File: config.mk
export PLATFORM = sky130hd
export DESIGN_NAME = core_scheduler
export DESIGN_NICKNAME = d
export VERILOG_FILES = /design/src/rtl/gpu_pkg.sv /design/src/rtl/pc_select.sv /design/src/rtl/core_scheduler.sv
export SDC_FILE = /design/constraint.sdc
export NUM_CORES = 1
export LEC_CHECK = 0
export CORE_ASPECT_RATIO = 1.4
export CORE_MARGIN = 1
export CORE_UTILIZATION = 40
export DETAILED_ROUTE_END_ITERATION = 8
export GPL_TIMING_DRIVEN = 0
export PLACE_DENSITY = 0.67
export SYNTH_ARGS = -nofsm -noshare
export SYNTH_HDL_FRONTEND = slang
export SYNTH_SLANG_ARGS = --single-unit
File: constraint.sdc
create_clock -name clk -period 6.9 [get_ports clk]
set_clock_uncertainty 0.15 [all_clocks]
set_input_delay 0.69 -clock clk [delete_from_list [all_inputs] [get_ports clk]]
set_output_delay 0.69 -clock clk [all_outputs]
set_load 0.02 [all_outputs]
File: src/rtl/gpu_pkg.sv
// Shared core-level types: the lifecycle state seen by scheduler, fetcher, LSU and PC units.
package gpu_pkg;

    typedef enum logic [2:0] {
        IDLE    = 3'd0,
        FETCH   = 3'd1,
        DECODE  = 3'd2,
        REQUEST = 3'd3,
        WAIT    = 3'd4,
        EXECUTE = 3'd5,
        UPDATE  = 3'd6,
        DONE    = 3'd7
    } core_state_t;

endpackage

File: src/rtl/pc_select.sv
// Picks the next_pc of the lowest-indexed active thread and flags any active
// thread that disagrees with it.
module pc_select #(
    parameter int THREADS    = 4,
    parameter int ADDR_WIDTH = 8
) (
    input  logic [THREADS-1:0]            i_mask,
    input  logic [THREADS*ADDR_WIDTH-1:0] i_next_pc,
    output logic [ADDR_WIDTH-1:0]         o_sel_pc,
    output logic                          o_mismatch
);

    logic [ADDR_WIDTH-1:0] w_sel;
    logic                  w_found;
    logic                  w_mis;

    always_comb begin
        w_sel   = '0;
        w_found = 1'b0;
        for (int i = 0; i < THREADS; i++) begin
            if (i_mask[i] && !w_found) begin
                w_sel   = i_next_pc[i*ADDR_WIDTH +: ADDR_WIDTH];
                w_found = 1'b1;
            end
        end
        w_mis = 1'b0;
        for (int i = 0; i < THREADS; i++) begin
            if (i_mask[i] && (i_next_pc[i*ADDR_WIDTH +: ADDR_WIDTH] != w_sel))
                w_mis = 1'b1;
        end
    end

    assign o_sel_pc   = w_sel;
    assign o_mismatch = w_mis;

endmodule

File: src/rtl/core_scheduler.sv
// Per-core lifecycle sequencer: steps core_state, owns current_pc, counts retired
// instructions and reports block completion.
module core_scheduler
    import gpu_pkg::*;
#(
    parameter int                    THREADS     = 4,
    parameter int                    ADDR_WIDTH  = 8,
    parameter logic [ADDR_WIDTH-1:0] START_PC    = '0,
    parameter int                    COUNT_WIDTH = 16
) (
    input  logic                          clk,
    input  logic                          rst_n,
    input  logic                          start,
    input  logic [THREADS-1:0]            thread_enable,
    input  logic                          fetch_valid,
    input  logic                          decoded_ret,
    input  logic [THREADS-1:0]            lsu_busy,
    input  logic [THREADS*ADDR_WIDTH-1:0] next_pc,
    output core_state_t                   core_state,
    output logic [ADDR_WIDTH-1:0]         current_pc,
    output logic                          fetch_req,
    output logic                          done,
    output logic                          diverged,
    output logic [COUNT_WIDTH-1:0]        inst_count
);

    core_state_t            r_state, w_next;
    logic [THREADS-1:0]     r_mask;
    logic [ADDR_WIDTH-1:0]  r_pc;
    logic [COUNT_WIDTH-1:0] r_count;
    logic                   r_div;
    logic [ADDR_WIDTH-1:0]  w_sel_pc;
    logic                   w_mismatch;

    pc_select #(
        .THREADS    (THREADS),
        .ADDR_WIDTH (ADDR_WIDTH)
    ) u_pc_select (
        .i_mask     (r_mask),
        .i_next_pc  (next_pc),
        .o_sel_pc   (w_sel_pc),
        .o_mismatch (w_mismatch)
    );

    always_comb begin
        w_next = r_state;
        case (r_state)
            IDLE:    if (start) w_next = (|thread_enable) ? FETCH : DONE;
            FETCH:   if (fetch_valid) w_next = DECODE;
            DECODE:  w_next = REQUEST;
            REQUEST: w_next = WAIT;
            // Only threads of the launched block can hold the core in WAIT
            WAIT:    if ((lsu_busy & r_mask) == '0) w_next = EXECUTE;
            EXECUTE: w_next = UPDATE;
            UPDATE:  w_next = decoded_ret ? DONE : FETCH;
            DONE:    if (!start) w_next = IDLE;
            default: w_next = IDLE;
        endcase
    end

    always_ff @(posedge clk or negedge rst_n) begin
        if (!rst_n) r_state <= IDLE;
        else        r_state <= w_next;
    end

    always_ff @(posedge clk or negedge rst_n) begin
        if (!rst_n) begin
            r_mask  <= '0;
            r_pc    <= '0;
            r_count <= '0;
            r_div   <= 1'b0;
        end else if (r_state == IDLE && start) begin
            r_count <= '0;
            r_div   <= 1'b0;
            if (|thread_enable) begin
                r_mask <= thread_enable;
                r_pc   <= START_PC;
            end
        end else if (r_state == UPDATE) begin
            // RET retires too, but the PC stays on the RET instruction
            if (!decoded_ret)      r_pc    <= w_sel_pc;
            if (w_mismatch)        r_div   <= 1'b1;
            if (r_count != '1)     r_count <= r_count + 1'b1;
        end
    end

    assign core_state = r_state;
    assign current_pc = r_pc;
    assign fetch_req  = (r_state == FETCH);
    assign done       = (r_state == DONE);
    assign diverged   = r_div;
    assign inst_count = r_count;

endmodule

==> impl_metrics.py, run 1 <==
metrics = {
    "run_status": {
        "status": "finished clean",
    },
    "logic_synthesis": {
        "seq_area_frac_synth": 0.329,
        "synth_simple_gate_area_frac": 0.237,
        "synth-compound-area-share": 0.265,
        "synth_edf_count": 0,
        "synth_fp_nets": 329,
        "ys_types": 58,
        "synth_xor_area_frac": 0.108,
        "synthAdderAreaFrac": 0.00514,
        "syn_area_per_cell_sq_um": 8.60,
        "synthMuxAreaShare": 0.00411,
        "syn_inst": 283,
        "synthArstFlopShare": 1.00,
        "yosysWarningCount": 0,
        "syn_area_sq_mm": 0.00243,
        "synth_top_family_by_area": "compound AO/OA/AOI/OAI gates",
        "synth_flop_cell": "dfrtp_1",
        "ys_ff_latch": 32,
    },
    "critical_path": {
        "end_kind": "flip-flop",
        "rr_startpoint": "r_mask[1]",
        "worst_ep_required_time_ns": 6.91,
        "rrSetupSlack_ns": 4.29,
        "crit_type": "primary input to flip-flop",
        "timing.rr.end": "diverged",
        "rr_worst_depth": 8,
        "arrival_ns": 2.89,
        "path_max_fanout": 3,
        "startpoint_type": "primary input",
    },
    "detailed_routing": {
        "wl_met2_um": 3940,
        "initialDrtViolationCount": 186,
        "wl_per_cell_um": 17.5,
        "wl_met1_um": 3090,
        "routed-wl-met3_um": 397,
        "drt_wl_total_um": 7630,
        "highest_layer": "met4",
        "dr.pass1.iters": 4,
        "post-route-drc-count": 0,
        "avgViaCountPerCell": 5.89,
        "ant_nets": 0,
        "vias": 2563,
    },
    "floorplan": {
        "die_h_um": 94.3,
        "ioPinCount": 75,
        "num_rows": 33,
        "dieArea_sq_mm": 0.00640,
        "initial_core_util": 0.415,
        "core_area_sq_mm": 0.00586,
        "fp.dieW_um": 67.9,
    },
    "clocking": {
        "post_cts_buffers": 0,
        "cts_resized": 0,
        "h-tree-depth": 2,
        "cts_tree": "built",
        "clkSlewWorstSetupHoldPaths_ns": 0.07,
        "clock_latency_ns": 0.28,
        "cts_inserted_buffers": 5,
        "hold_buffers": 0,
        "clock_sinks": 32,
        "clockBufferDepth": 2,
        "cts_root_buf": "clkbuf_8",
    },
    "power_and_ir_drop": {
        "p_leak_nw": 1.35,
        "worst_ir_drop_vdd_mv": 0.306,
        "power_density_mw_per_mm2": 407,
        "netSwitchingFraction": 0.453,
        "comb_power_share": 0.642,
        "p_seq_frac": 0.229,
        "p_clk_frac": 0.129,
        "intPower_uw": 750,
        "switching_power_uw": 621,
    },
    "global_route": {
        "grt_usage": 0.255,
        "grt_pass1_wl_um": 12100,
        "grt_max_degree": 33,
        "antenna_found_initial": 0,
        "grt_overflow": 0,
        "grt_pass1_vias": 2527,
    },
    "sta": {
        "timing.final.ws_setup_ns": 4.02,
        "slew_violations": 0,
        "setup_viol": 0,
        "max_slew_margin": 0.527,
        "period_share": 0.417,
        "grt_setup_unrepaired": "false",
        "hold_viol": 0,
        "tns_ns": 0,
        "max_freq_mhz": 348,
        "worstMarginPinSlew_ns": 0.710,
        "period_needed_ns": 2.88,
    },
    "place": {
        "dpl.hpwl_um": 5940,
        "post-place-ws_ns": 3.76,
        "numPortBuffers": 74,
        "place_congestion": 0.942,
    },
    "finish": {
        "area_growth_pct": 38.4,
        "layout.nets": 410,
        "nFillCells": 552,
        "drive_gt1_frac": 0.0712,
        "multi_input_area_sq_mm": 0.00151,
        "n_antenna_cell": 0,
        "finish.utilization": 0.574,
        "seq_area_sq_um": 801,
    },
    "flow_run": {
        "max-cap-violations": 0,
    },
    "min_path": {
        "min_path_type": "primary input to async pin",
    },
}
layout make-up:
type | instances | area share
buffer | 16 | 0.0267
tap | 70 | 0.0260
clock inverter | 3 | 0.0126
multi-input combinational | 225 | 0.447
timing repair buffer | 74 | 0.218
clock buffer | 5 | 0.0204
inverter | 10 | 0.0111
sequential | 32 | 0.238
synth_stat cells, drive strengths merged, types with 6 or more instances:
cell type | instances | area, sq um
a21oi | 11 | 55.1
a221oi | 6 | 52.6
a22o | 10 | 87.6
buf | 11 | 71.3
dfrtp | 32 | 801
inv | 10 | 37.5
nand2 | 23 | 86.3
nand3 | 11 | 55.1
nand4 | 7 | 43.8
nor2 | 27 | 101
nor2b | 7 | 43.8
o21ai | 11 | 55.1
o22ai | 6 | 37.5
xnor2 | 15 | 131
xor2 | 15 | 131
routing by layer:
metal / global-route usage / vias up
li1: - / 1222
met1: 0.297 / 1226
met2: 0.453 / 99
met3: 0.0328 / 16
met4: 0.101 / 0
met5: 0 / -
power groups by stage:
stage               clock network (mW)  registers (mW)  logic [mW]
global route                     0.190           0.322       0.953
CTS                              0.181           0.313       0.880
floorplan                            0           0.373       0.512
detailed placement                   0           0.315       0.876
global placement                     0           0.315       0.873
finish                           0.177           0.314       0.880
critical path, cell delays in order:
cell and delay (ns):
clkdlybuf4s50_1 0.53, nand2_1 0.09, a311oi_1 0.57, xnor2_1 0.19, nand4_1 0.15, nor4_1 0.25, a32oi_1 0.13, o31a_1 0.28
cell families after synthesis:
| group | Yosys count |
|---|---|
| XOR/XNOR | 30 |
| flip-flops | 32 |
| buffers and inverters | 26 |
| AND/OR/NAND/NOR | 110 |
| AO/OA/AOI/OAI | 83 |
| adder cells (fa/ha/maj) | 1 |
| multiplexers | 1 |
worst max-delay path by stage:
stage	end	slack (ns)	depth (start not counted)	startpoint
2_1_floorplan	diverged	4.56	7	next_pc[27]
3_3_place_gp	diverged	3.75	8	next_pc[22]
3_5_place_dp	diverged	3.76	8	next_pc[22]
4_1_cts	diverged	4.04	8	next_pc[22]
5_1_grt	diverged	3.85	8	next_pc[22]
6_report	diverged	4.02	8	next_pc[19]
cell usage in the layout (no fill, tap or decap), drive strengths merged, types with 3 or more instances in the layout:
cell type / n
and3: 4
o31ai: 5
xor2: 15
and2: 3
nor2b: 7
clkdlybuf4s50: 73
nor3: 5
clkbuf: 10
nand2: 23
o22ai: 6
o2111ai: 3
a221oi: 6
xnor2: 15
nor3b: 4
nand4: 7
a21oi: 11
buf: 12
nand3: 11
dfrtp: 32
a22o: 10
and4: 4
nand3b: 3
o31a: 3
inv: 10
o221ai: 3
a22oi: 3
o21ai: 11
a211oi: 3
nor2: 27
nand2b: 5
sequential cells by signal (all words and copies together) (netlist names):
name	cells
inst_count	16
current_pc	8
diverged	1
core_state	3
r_mask	4
metrics by stage:
stage	power, mW	hold WS [ns]	instances	instance area (sq um)
2_1_floorplan	0.886	0.244	283	2430
6_report	1.37	0.298	435	3370
3_5_place_dp	1.19	0.320	427	3260
5_1_grt	1.47	0.359	435	3370
3_3_place_gp	1.19	0.316	427	3260
4_1_cts	1.37	0.326	435	3370
No activity file was read; power rests on OpenSTA's default activity.
==> run 2: changes to the inputs <==
--- a/config.mk
+++ b/config.mk
@@ -10,7 +10,7 @@
 export CORE_UTILIZATION = 40
 export DETAILED_ROUTE_END_ITERATION = 8
 export GPL_TIMING_DRIVEN = 0
-export PLACE_DENSITY = 0.67
+export PLACE_DENSITY = 0.7
 export SYNTH_ARGS = -nofsm -noshare
 export SYNTH_HDL_FRONTEND = slang
 export SYNTH_SLANG_ARGS = --single-unit
==> constraint.sdc (replaced) <==
create_clock -name clk -period 2.6 [get_ports clk]
set_clock_uncertainty 0.15 [all_clocks]
set_input_delay 0.26 -clock clk [delete_from_list [all_inputs] [get_ports clk]]
set_output_delay 0.26 -clock clk [all_outputs]
set_load 0.02 [all_outputs]
==> impl_metrics.py, run 2 (synthesis results as in run 1) <==
metrics = {
    "run_status": {
        "status": "finished clean",
    },
    "detailed_routing": {
        "drt_wl_total_um": 7530,
        "vias": 2541,
        "dr.pass1.iters": 4,
        "ant_nets": 0,
        "wl_per_cell_um": 17.3,
        "post-route-drc-count": 0,
        "initialDrtViolationCount": 112,
        "avgViaCountPerCell": 5.84,
    },
    "sta": {
        "worstMarginPinSlew_ns": 0.709,
        "period_share": 0.983,
        "period_needed_ns": 2.56,
        "max_freq_mhz": 391,
        "max_slew_margin": 0.528,
        "slew_violations": 0,
        "setup_viol": 0,
        "hold_viol": 0,
    },
    "floorplan": {
        "fp.dieW_um": 67.9,
        "num_rows": 33,
        "dieArea_sq_mm": 0.00640,
        "die_h_um": 94.3,
        "initial_core_util": 0.415,
        "ioPinCount": 75,
        "core_area_sq_mm": 0.00586,
    },
    "finish": {
        "largest_reg_flops": 16,
        "drive_gt1_frac": 0.0877,
        "fin_area_sq_mm": 0.00340,
        "stdcell_count": 435,
        "most-common-layout-cells": "73 x clkdlybuf4s50_1, 31 x dfrtp_1, 26 x nor2_1, 22 x nand2_1",
        "layout.nets": 411,
        "area_growth_pct": 39.6,
        "final_common_cell": "clkdlybuf4s50_1",
        "n_antenna_cell": 0,
    },
    "place": {
        "numPortBuffers": 74,
        "place_inst": 427,
        "dpl_cell_area_sq_mm": 0.00326,
        "place_congestion": 0.959,
        "dpl.hpwl_um": 5880,
    },
    "global_route": {
        "antenna_found_initial": 0,
        "grt_max_degree": 33,
        "grt_pass1_vias": 2486,
        "grt_usage": 0.237,
        "grt_pass1_wl_um": 11400,
        "grt_overflow": 0,
    },
    "critical_path": {
        "startpoint_type": "flip-flop",
        "rr_startpoint": "r_mask[2]",
        "rrSetupSlack_ns": 0.04,
        "end_kind": "flip-flop",
        "timing.rr.end": "diverged",
        "arrival_ns": 2.57,
        "crit_type": "flip-flop to flip-flop",
        "rr_worst_depth": 9,
        "worst_ep_required_time_ns": 2.61,
        "path_max_fanout": 10,
    },
    "clocking": {
        "cts_inserted_buffers": 5,
        "clock_latency_ns": 0.28,
        "h-tree-depth": 2,
        "cts_root_buf": "clkbuf_8",
        "clock_sinks": 32,
        "post_cts_buffers": 0,
        "cts_tree": "built",
        "clockBufferDepth": 2,
        "clkSlewWorstSetupHoldPaths_ns": 0.06,
    },
    "min_path": {
        "hold-path-cell-count": 2,
        "hold-path-endpoint": "current_pc[1]",
        "min_path_type": "flip-flop to flip-flop",
        "min_from": "current_pc[1]",
    },
    "flow_run": {
        "max-cap-violations": 0,
    },
    "power_and_ir_drop": {
        "worst_ir_drop_vdd_mv": 0.487,
        "p_leak_nw": 1.35,
        "power_density_mw_per_mm2": 1070,
    },
}
run 2: cell count changes in the layout (fill, tap and decap cells not counted), sizes merged:
cell	delta
dlygate4sd3	+1
clkinvlp	-1
bufinv	-1
buf	-3
clkbuf	+4
run 2: worst max path at each step:
stage	from	to	slack, ns	cells after the start
2_1_floorplan	r_mask[2]	diverged	0.31	8
3_3_place_gp	next_pc[22]	diverged	-0.08	8
3_5_place_dp	next_pc[22]	diverged	-0.07	8
4_1_cts	r_mask[2]	diverged	0.009	8
5_1_grt	r_mask[1]	diverged	-0.02	9
6_report	r_mask[2]	diverged	0.04	9
run 2: per-stage QoR:
step | total power, mW | setup WS (ns) | hold slack, ns | util | TNS, ns
floorplan | 2.35 | 0.315 | -0.186 | - | 0
global placement | 3.15 | -0.0847 | 0.314 | 0.556 | -0.0847
detailed placement | 3.17 | -0.0712 | 0.205 | 0.555 | -0.0712
CTS | 3.53 | 0.00854 | 0.350 | 0.570 | 0
global route | 3.86 | -0.0181 | 0.389 | 0.579 | -0.0181
finish | 3.63 | 0.0432 | 0.339 | 0.579 | 0
run 2: timing repair:
action,4_1_cts,5_1_grt
resized for setup,0,14
endpoints found under the hold margin,32,0
hold buffers,1,0
endpoints found under the setup margin,0,1
run 2: layer usage:
layer,up-vias,track usage,wire length [um]
met1,1208,0.257,2870
met4,0,0.0903,215
met5,-,0,0
met3,17,0.0255,363
met2,97,0.447,4070
li1,1219,-,-
run 2: power breakdown:
group          internal, mW  switching [mW]  total (mW)
sequential            0.678           0.170       0.847
combinational          1.08            1.35        2.43
clock                 0.182           0.169       0.351
run 2: area by class of cell:
class | instances | area (sq um)
plain buffers | 16 | 100
clock buffers | 6 | 72.6
clock inverters | 1 | 5.00
fillers | 571 | 2470
inverters | 10 | 37.5
multi-input cells | 225 | 1550
flip-flops and latches | 32 | 802
well taps | 70 | 87.6
repair buffers | 75 | 746
run 2: critical path, stage by stage, from the launching register on:
cell and delay, ns:
dfrtp_2 0.45, buf_4 0.19, clkbuf_4 0.20, nand3_1 0.10, o22ai_1 0.09, a221oi_2 0.26, o221ai_1 0.20, o31ai_1 0.33
a21boi_0 0.15, o31a_1 0.31
